[config.mk]
export PLATFORM = sky130hd
export DESIGN_NAME = identity_matrix_streamer_flat
export DESIGN_NICKNAME = d
export VERILOG_FILES = /design/src/rtl/identity_matrix_streamer_pkg.sv /design/src/rtl/identity_matrix_streamer_if.sv /design/src/rtl/identity_matrix_streamer_matrix_index_counter.sv /design/src/rtl/identity_matrix_streamer.sv /design/src/flat_wrapper.sv
export SDC_FILE = /design/constraint.sdc
export NUM_CORES = 1
export LEC_CHECK = 0
export ABC_AREA = 1
export BUFFER_PORTS_ARGS = -buffer_cell sky130_fd_sc_hd__buf_2
export CORE_MARGIN = 3
export CORE_UTILIZATION = 47
export DETAILED_ROUTE_END_ITERATION = 16
export GPL_TIMING_DRIVEN = 0
export MAX_ROUTING_LAYER = met4
export PLACE_DENSITY = 0.86
export SLEW_MARGIN = 25
export SYNTH_ARGS = -nofsm -noshare
export SYNTH_HDL_FRONTEND = slang
export SYNTH_HIERARCHICAL = 1
export SYNTH_SLANG_ARGS = --single-unit
[constraint.sdc]
create_clock -name clk -period 2.9 [get_ports clk]
set_input_delay 0.145 -clock clk [delete_from_list [all_inputs] [get_ports clk]]
set_output_delay 0.145 -clock clk [all_outputs]
set_load 0.005 [all_outputs]
[src/rtl/identity_matrix_streamer_pkg.sv]
// Shared definitions for the PCA matrix streamers: FSM state encoding,
// fixed-point helper and default matrix geometry shared with the memory unit.
package pca_pkg;

    localparam int unsigned PCA_N  = 4;
    localparam int unsigned PCA_DW = 32;

    typedef enum logic [1:0] {
        IDLE   = 2'd0,
        STREAM = 2'd1,
        DONE   = 2'd2
    } pca_state_t;

    // Fixed-point 1.0 for a DW-bit word with frac_bits fraction bits.
    function automatic logic [63:0] fx_one(input int unsigned dw, input int unsigned frac_bits);
        return (frac_bits < dw) ? (64'd1 << frac_bits) : 64'd0;
    endfunction

endpackage

[src/rtl/identity_matrix_streamer_if.sv]
// Beat stream carrying one matrix in row-major order, LANES elements per beat.
interface identity_matrix_streamer_if
    import pca_pkg::*;
#(
    parameter int unsigned N     = PCA_N,
    parameter int unsigned DW    = PCA_DW,
    parameter int unsigned LANES = 1
) ();

    localparam int unsigned IW = $clog2(N);

    logic                  out_valid;
    logic                  out_ready;
    logic [LANES*DW-1:0]   out_data;
    logic [IW-1:0]         out_row;
    logic [IW-1:0]         out_col_base;
    logic                  out_row_last;
    logic                  out_last;

    modport master (
        output out_valid, out_data, out_row, out_col_base, out_row_last, out_last,
        input  out_ready
    );

    modport slave (
        input  out_valid, out_data, out_row, out_col_base, out_row_last, out_last,
        output out_ready
    );

endinterface

[src/rtl/identity_matrix_streamer_matrix_index_counter.sv]
// Row/column position counter for row-major matrix streaming with a LANES
// column stride. Exposes the registered position plus its successor so a
// caller can precompute the payload of the next beat.
module matrix_index_counter
    import pca_pkg::*;
#(
    parameter int unsigned N     = PCA_N,
    parameter int unsigned LANES = 1,
    localparam int unsigned IW   = $clog2(N)
) (
    input  logic          clk,
    input  logic          rst_n,
    input  logic          clr,
    input  logic          init,
    input  logic          en,
    output logic [IW-1:0] row,
    output logic [IW-1:0] col_base,
    output logic [IW-1:0] nxt_row,
    output logic [IW-1:0] nxt_col_base,
    output logic          row_last,
    output logic          last
);

    localparam logic [IW-1:0] COL_END = IW'(N - LANES);
    localparam logic [IW-1:0] ROW_END = IW'(N - 1);
    localparam logic [IW-1:0] STEP    = IW'(LANES);

    logic nxt_row_last;
    logic nxt_last;

    // Successor position: wrap the column at the row end and step the row.
    always_comb begin
        nxt_row      = row;
        nxt_col_base = col_base + STEP;
        if (col_base == COL_END) begin
            nxt_col_base = '0;
            nxt_row      = (row == ROW_END) ? '0 : row + 1'b1;
        end
    end

    assign nxt_row_last = (nxt_col_base == COL_END);
    assign nxt_last     = nxt_row_last && (nxt_row == ROW_END);

    // Position and end-of-row/matrix flags are registered together so the
    // flags read 0 whenever the counter is parked at the cleared state.
    always_ff @(posedge clk or negedge rst_n) begin
        if (!rst_n) begin
            row      <= '0;
            col_base <= '0;
            row_last <= 1'b0;
            last     <= 1'b0;
        end else if (clr) begin
            row      <= '0;
            col_base <= '0;
            row_last <= 1'b0;
            last     <= 1'b0;
        end else if (init) begin
            row      <= '0;
            col_base <= '0;
            row_last <= (COL_END == '0);
            last     <= 1'b0;
        end else if (en) begin
            row      <= nxt_row;
            col_base <= nxt_col_base;
            row_last <= nxt_row_last;
            last     <= nxt_last;
        end
    end

endmodule

[src/rtl/identity_matrix_streamer.sv]
// Streams an N x N scaled identity matrix in row-major order, LANES elements
// per beat, over a valid/ready interface.
// Optional IDENTITY_SCALE_EN: adds scale_in, latched on accepted start as the
// diagonal value; otherwise the diagonal is the constant 1 << FRAC_BITS.
module identity_matrix_streamer
    import pca_pkg::*;
#(
    parameter int unsigned N         = PCA_N,
    parameter int unsigned DW        = PCA_DW,
    parameter int unsigned LANES     = 1,
    parameter int unsigned FRAC_BITS = 0
) (
    input  logic                          clk,
    input  logic                          rst_n,
    input  logic                          start,
    input  logic                          abort,
`ifdef IDENTITY_SCALE_EN
    input  logic [DW-1:0]                 scale_in,
`endif
    identity_matrix_streamer_if.master    bus,
    output logic                          busy,
    output logic                          done
);

    localparam int unsigned   IW  = $clog2(N);
    localparam logic [DW-1:0] ONE = DW'(fx_one(DW, FRAC_BITS));

    generate
        if (N < 2) begin : g_chk_n
            $error("identity_matrix_streamer: N must be >= 2");
        end
        if (LANES < 1 || LANES > N || (N % LANES) != 0) begin : g_chk_lanes
            $error("identity_matrix_streamer: LANES must divide N and lie in 1..N");
        end
        if (FRAC_BITS >= DW) begin : g_chk_frac
            $error("identity_matrix_streamer: FRAC_BITS must be < DW");
        end
    endgenerate

    pca_state_t          state_q;
    logic                valid_q;
    logic                busy_q;
    logic                done_q;
    logic [LANES*DW-1:0] data_q;

    logic [IW-1:0] cnt_row;
    logic [IW-1:0] cnt_col;
    logic [IW-1:0] nxt_row;
    logic [IW-1:0] nxt_col;
    logic          cnt_row_last;
    logic          cnt_last;

    logic start_ok;
    logic xfer;
    logic cnt_clr;
    logic cnt_en;

    logic [DW-1:0] diag_start;
    logic [DW-1:0] diag_run;

`ifdef IDENTITY_SCALE_EN
    logic [DW-1:0] diag_q;

    // Diagonal captured on accepted start; later scale_in changes are ignored.
    always_ff @(posedge clk or negedge rst_n) begin
        if (!rst_n) begin
            diag_q <= ONE;
        end else if (start_ok) begin
            diag_q <= scale_in;
        end
    end

    assign diag_start = scale_in;
    assign diag_run   = diag_q;
`else
    assign diag_start = ONE;
    assign diag_run   = ONE;
`endif

    // Lane k carries the diagonal when it sits on row == column.
    function automatic logic [LANES*DW-1:0] make_beat(
        input logic [IW-1:0] r,
        input logic [IW-1:0] c,
        input logic [DW-1:0] d
    );
        logic [LANES*DW-1:0] b;
        b = '0;
        for (int unsigned k = 0; k < LANES; k++) begin
            if (32'(r) == 32'(c) + k) begin
                b[k*DW +: DW] = d;
            end
        end
        return b;
    endfunction

    assign start_ok = (state_q == IDLE) && start && !abort;
    assign xfer     = (state_q == STREAM) && bus.out_ready && !abort;
    assign cnt_clr  = (state_q == STREAM) && (abort || (bus.out_ready && cnt_last));
    assign cnt_en   = xfer && !cnt_last;

    matrix_index_counter #(
        .N     (N),
        .LANES (LANES)
    ) u_index (
        .clk          (clk),
        .rst_n        (rst_n),
        .clr          (cnt_clr),
        .init         (start_ok),
        .en           (cnt_en),
        .row          (cnt_row),
        .col_base     (cnt_col),
        .nxt_row      (nxt_row),
        .nxt_col_base (nxt_col),
        .row_last     (cnt_row_last),
        .last         (cnt_last)
    );

    // Control FSM; payload for the next beat is loaded on each transfer so
    // out_data lines up with the counter position it advances to.
    always_ff @(posedge clk or negedge rst_n) begin
        if (!rst_n) begin
            state_q <= IDLE;
            valid_q <= 1'b0;
            busy_q  <= 1'b0;
            done_q  <= 1'b0;
            data_q  <= '0;
        end else begin
            done_q <= 1'b0;
            case (state_q)
                IDLE: begin
                    if (start_ok) begin
                        state_q <= STREAM;
                        valid_q <= 1'b1;
                        busy_q  <= 1'b1;
                        data_q  <= make_beat('0, '0, diag_start);
                    end
                end
                STREAM: begin
                    if (abort) begin
                        state_q <= IDLE;
                        valid_q <= 1'b0;
                        busy_q  <= 1'b0;
                        data_q  <= '0;
                    end else if (bus.out_ready) begin
                        if (cnt_last) begin
                            state_q <= DONE;
                            valid_q <= 1'b0;
                            busy_q  <= 1'b0;
                            done_q  <= 1'b1;
                            data_q  <= '0;
                        end else begin
                            data_q <= make_beat(nxt_row, nxt_col, diag_run);
                        end
                    end
                end
                DONE: begin
                    state_q <= IDLE;
                end
                default: begin
                    state_q <= IDLE;
                    valid_q <= 1'b0;
                    busy_q  <= 1'b0;
                    data_q  <= '0;
                end
            endcase
        end
    end

    assign bus.out_valid    = valid_q;
    assign bus.out_data     = data_q;
    assign bus.out_row      = cnt_row;
    assign bus.out_col_base = cnt_col;
    assign bus.out_row_last = cnt_row_last;
    assign bus.out_last     = cnt_last;
    assign busy             = busy_q;
    assign done             = done_q;

endmodule

[src/flat_wrapper.sv]
// flat-port wrapper written by rule: the top's interface ports become plain ports
module identity_matrix_streamer_flat import pca_pkg::*;
#(
    parameter int unsigned N         = PCA_N,
    parameter int unsigned DW        = PCA_DW,
    parameter int unsigned LANES     = 1,
    parameter int unsigned FRAC_BITS = 0
)
  (clk, rst_n, start, abort, busy, done, bus_out_valid, bus_out_data, bus_out_row, bus_out_col_base, bus_out_row_last, bus_out_last, bus_out_ready);
  identity_matrix_streamer_if #(.N(N), .DW(DW), .LANES(LANES)) bus_i ();
  input  logic clk;
  input  logic rst_n;
  input  logic start;
  input  logic abort;
  output logic busy;
  output logic done;
  output wire logic [$bits(bus_i.out_valid)-1:0] bus_out_valid;
  output wire logic [$bits(bus_i.out_data)-1:0] bus_out_data;
  output wire logic [$bits(bus_i.out_row)-1:0] bus_out_row;
  output wire logic [$bits(bus_i.out_col_base)-1:0] bus_out_col_base;
  output wire logic [$bits(bus_i.out_row_last)-1:0] bus_out_row_last;
  output wire logic [$bits(bus_i.out_last)-1:0] bus_out_last;
  input wire logic [$bits(bus_i.out_ready)-1:0] bus_out_ready;
  assign bus_out_valid = bus_i.out_valid;
  assign bus_out_data = bus_i.out_data;
  assign bus_out_row = bus_i.out_row;
  assign bus_out_col_base = bus_i.out_col_base;
  assign bus_out_row_last = bus_i.out_row_last;
  assign bus_out_last = bus_i.out_last;
  assign bus_i.out_ready = bus_out_ready;
  identity_matrix_streamer #(.N(N), .DW(DW), .LANES(LANES), .FRAC_BITS(FRAC_BITS)) u_core (.clk(clk), .rst_n(rst_n), .start(start), .abort(abort), .bus(bus_i), .busy(busy), .done(done));
endmodule
==> summary.md <==
| Metric | Value |
|---|---|
| Status | `complete, no violations` |
| Share of the clock period used by the worst path after layout | `0.503` |
| Type of the worst setup path | `reg -> reg` |
| Combined area of all synthesized cells | `862 µm²` |
| Maximum buffer depth of the clock tree | `2` |
| #FFs+latches synth | `11` |
| Starting density of the core | `0.535` |
| Antenna violations before repair | `0` |
| Min Clock Period, post-route | `between 1 and 1.5 ns` |
| Via count of the first global-routing pass | `about 660` |
| Buffer count from post-CTS setup fixing | `0` |
| Fin. max-slew vios | `0` |
| Wire length of the first global-routing pass | `approximately 2600 µm` |
| Largest net degree at the start of global routing | `12` |
| Number of setup violations in the final report | `0` |
| Die Wd | `around 50 µm` |
| Insertion delay of the later-clocked pin in the worst-skew pair | `approximately 0.28 ns` |
| Number of library cell types mapped by synthesis | `16` |
| Worst Path Required | `between 3 and 4 ns` |
| Nets@finish | `around 180` |
| Total detailed-routing wirelength | `about 1600 µm` |
| Total instance count after detailed placement | `roughly 190` |
| Clock transition at the registers of the reported paths | `roughly 0.07 ns` |
| Library cell occupying the most area in the post-synthesis netlist | `sky130_fd_sc_hd__dfrtp_1` |
| Clock buffer count from CTS | `3` |
| Number of violations reported at the end of detailed-routing iteration 0 | `10` |
| Areal power density over the cells | `between 300 and 400 nW/µm²` |
| Routed via count divided by cell count | `about 3.9` |
| Routed wirelength normalized by instance count | `8.19 µm` |
| Critical path fanouts, max | `4` |
| Worst IR drop on VDD | `roughly 0.00027 V` |
| Total clock sinks | `11` |
| IO buf count | `14` |
| Antenna Violating Nets Remaining | `0` |
| Area of all placed cells without fillers | `about 1100 µm²` |
| Leakage power | `between 0.7 and 0.8 nW` |
| Synth top area share | `0.319` |
| Pre-Repair DR Iteration Count | `4` |
| Startpoint type of the worst setup path | `flip-flop` |
| Max-cap violations | `0` |
| Routed vias | `between 700 and 800` |
| Fraction of final layout cells sized beyond drive strength 1 | `0.341` |
| Sum of negative setup slack | `0 ns` |
| Number of resized instances in the post-cts repair step | `0` |
| Area of the core | `between 1500 and 2000 µm²` |
| Weighted congestion at the end of routability-driven global placement | `0.758` |
| Die span in y | `48.8 µm` |
| Filler cell count | `~130` |
| Synth warn | `6` |
| GRT Resource Usage Total | `0.144` |
| Average cell area after synthesis | `around 7.3 µm²` |
| RSZ-0062 raised after global routing | `false` |
| Standard-cell rows | `14` |
| Sort of element at the end of the critical path | `flip-flop` |
| Final HPWL DP | `~1300 µm` |
| Number of H-tree levels | `1` |
| Worst min-delay path class | `in -> reg` |
| Overflow after GRT | `0` |
| Fmax | `between 600 and 700 MHz` |
| Post-route insts no fill | `191` |
| Worst endpoint data arrival time | `roughly 1.6 ns` |
| Worst Clk Skew | `0.00501 ns` |
| DRC | `0` |
| Final hold violation count | `0` |
| Cell at the root of the clock tree | `sky130_fd_sc_hd__clkbuf_4` |
| CTS tree | `done` |
| Count of pins on the block boundary | `46` |
| Die Outline Area | `around 2400 µm²` |
| Post-synthesis instance total | `118` |
| Post-place instance area | `approximately 1100 µm²` |
| Largest cells by area after synthesis | `sky130_fd_sc_hd__dfrtp_1 32%, sky130_fd_sc_hd__buf_4 28%, sky130_fd_sc_hd__nand2_1 10%` |
| Area growth from synthesis to layout | `28.9%` |
| Hold Buf Count CTS | `1` |
| Seq/Total Area, Yosys | `0.319` |
| Number of inserted diodes | `0` |
## kinds of logic after synthesis
logic type / after synthesis / synth area share
buffers and inverters: 50 / 0.357
AND/OR/NAND/NOR: 45 / 0.222
flip-flops: 11 / 0.319
AO/OA/AOI/OAI: 7 / 0.0435
adder cells (fa/ha/maj): 3 / 0.0435
XOR/XNOR: 1 / 0.0102
other: 1 / 0.00435
## through the flow
stage,setup WS (ns),power [mW],hold WS [ns],util
floorplan,1.58,0.289,-0.151,-
global placement,1.52,0.320,0.0210,0.667
detailed placement,1.47,0.325,0.0280,0.667
CTS,1.45,0.435,0.157,0.689
global route,1.32,0.469,0.176,0.689
finish,1.44,0.432,0.161,0.689
## where the power goes
part,switching [mW],internal [mW],leakage [nW]
Sequential,0.0122,0.169,0.148
Clock,0.0533,0.0534,0.0150
Combinational,0.0731,0.0705,0.555
## registers in the layout, summed over array words and instances, names as in the netlist
signal	flops
u_core/busy	1
u_core/u_index/col_base	2
u_core/done	1
u_core/u_index/row	2
u_core/u_index/row_last	1
u_core/state_q	2
u_core/u_index/last	1
u_core/bus.out_data	1
## synthesized netlist by cell type (all sizes together)
| master | n |
|---|---|
| ha | 3 |
| inv | 18 |
| nand2 | 26 |
| xnor2 | 1 |
| a21oi | 3 |
| nor3b | 1 |
| buf | 32 |
| conb | 1 |
| o21ai | 2 |
| nand3 | 3 |
| o22ai | 2 |
| nor2 | 15 |
| dfrtp | 11 |
## final timing paths
| check | cells after the start | endpoint | slack [ns] | startpoint |
|---|---|---|---|---|
| setup / recovery | 8 | u_core/u_index/col_base[1] | 1.44 | u_core/state_q[1] |
| setup reg to reg | 8 | u_core/u_index/col_base[1] | 1.44 | u_core/state_q[1] |
| max in group asynchronous | 2 | u_core/u_index/row[0] | 2.45 | rst_n |
| hold reg to reg | 2 | u_core/u_index/row_last | 0.49 | u_core/u_index/row_last |
| hold / removal | 4 | u_core/state_q[0] | 0.16 | abort |
| min in group asynchronous | 2 | u_core/u_index/last | 0.25 | rst_n |
## cells in the final DEF, fill, tap and decap left out
| master | netlist | final |
|---|---|---|
| sky130_fd_sc_hd__nor2_2 | 4 | 4 |
| sky130_fd_sc_hd__ha_1 | 3 | 3 |
| sky130_fd_sc_hd__o21ai_0 | 2 | 2 |
| sky130_fd_sc_hd__nand2_2 | 2 | 2 |
| sky130_fd_sc_hd__nand2_1 | 24 | 24 |
| sky130_fd_sc_hd__inv_2 | 2 | 2 |
| sky130_fd_sc_hd__dlygate4sd3_1 | 0 | 1 |
| sky130_fd_sc_hd__conb_1 | 1 | 31 |
| sky130_fd_sc_hd__nor2_1 | 11 | 11 |
| sky130_fd_sc_hd__nor3b_1 | 1 | 1 |
| sky130_fd_sc_hd__nand3_1 | 3 | 3 |
| sky130_fd_sc_hd__dfrtp_1 | 11 | 11 |
| sky130_fd_sc_hd__inv_1 | 16 | 16 |
| sky130_fd_sc_hd__clkbuf_1 | 0 | 1 |
| sky130_fd_sc_hd__xnor2_1 | 1 | 1 |
| sky130_fd_sc_hd__clkbuf_4 | 0 | 3 |
| sky130_fd_sc_hd__buf_2 | 0 | 14 |
| sky130_fd_sc_hd__o22ai_1 | 2 | 2 |
| sky130_fd_sc_hd__buf_4 | 32 | 32 |
| sky130_fd_sc_hd__a21oi_1 | 3 | 3 |
## layer usage
layer / share of wire / vias to the layer above / track usage
met5: 0 / - / -
met4: 0.011 / 0 / 0.0948
met3: 0.11 / 2 / 0.0336
met2: 0.48 / 35 / 0.260
met1: 0.40 / 320 / 0.136
li1: - / 389 / -
## final cells by class
type | count | area [µm²] | share of cell area
buffer | 32 | 240 | 0.216
tap | 24 | 30.0 | 0.0270
timing repair buffer | 15 | 80.1 | 0.0721
clock buffer | 4 | 26.3 | 0.0236
multi-input combinational | 87 | 392 | 0.352
sequential | 11 | 275 | 0.248
inverter | 18 | 67.6 | 0.0608
## critical path: stages, from the launching register on
cell,delay [ns]
sky130_fd_sc_hd__dfrtp_1,0.40
sky130_fd_sc_hd__inv_1,0.09
sky130_fd_sc_hd__nand2_1,0.09
sky130_fd_sc_hd__nor3b_1,0.33
sky130_fd_sc_hd__inv_1,0.08
sky130_fd_sc_hd__nand2_1,0.13
sky130_fd_sc_hd__inv_2,0.07
sky130_fd_sc_hd__nand2_1,0.06
sky130_fd_sc_hd__o21ai_0,0.08
(Power assumes the default switching activity.)
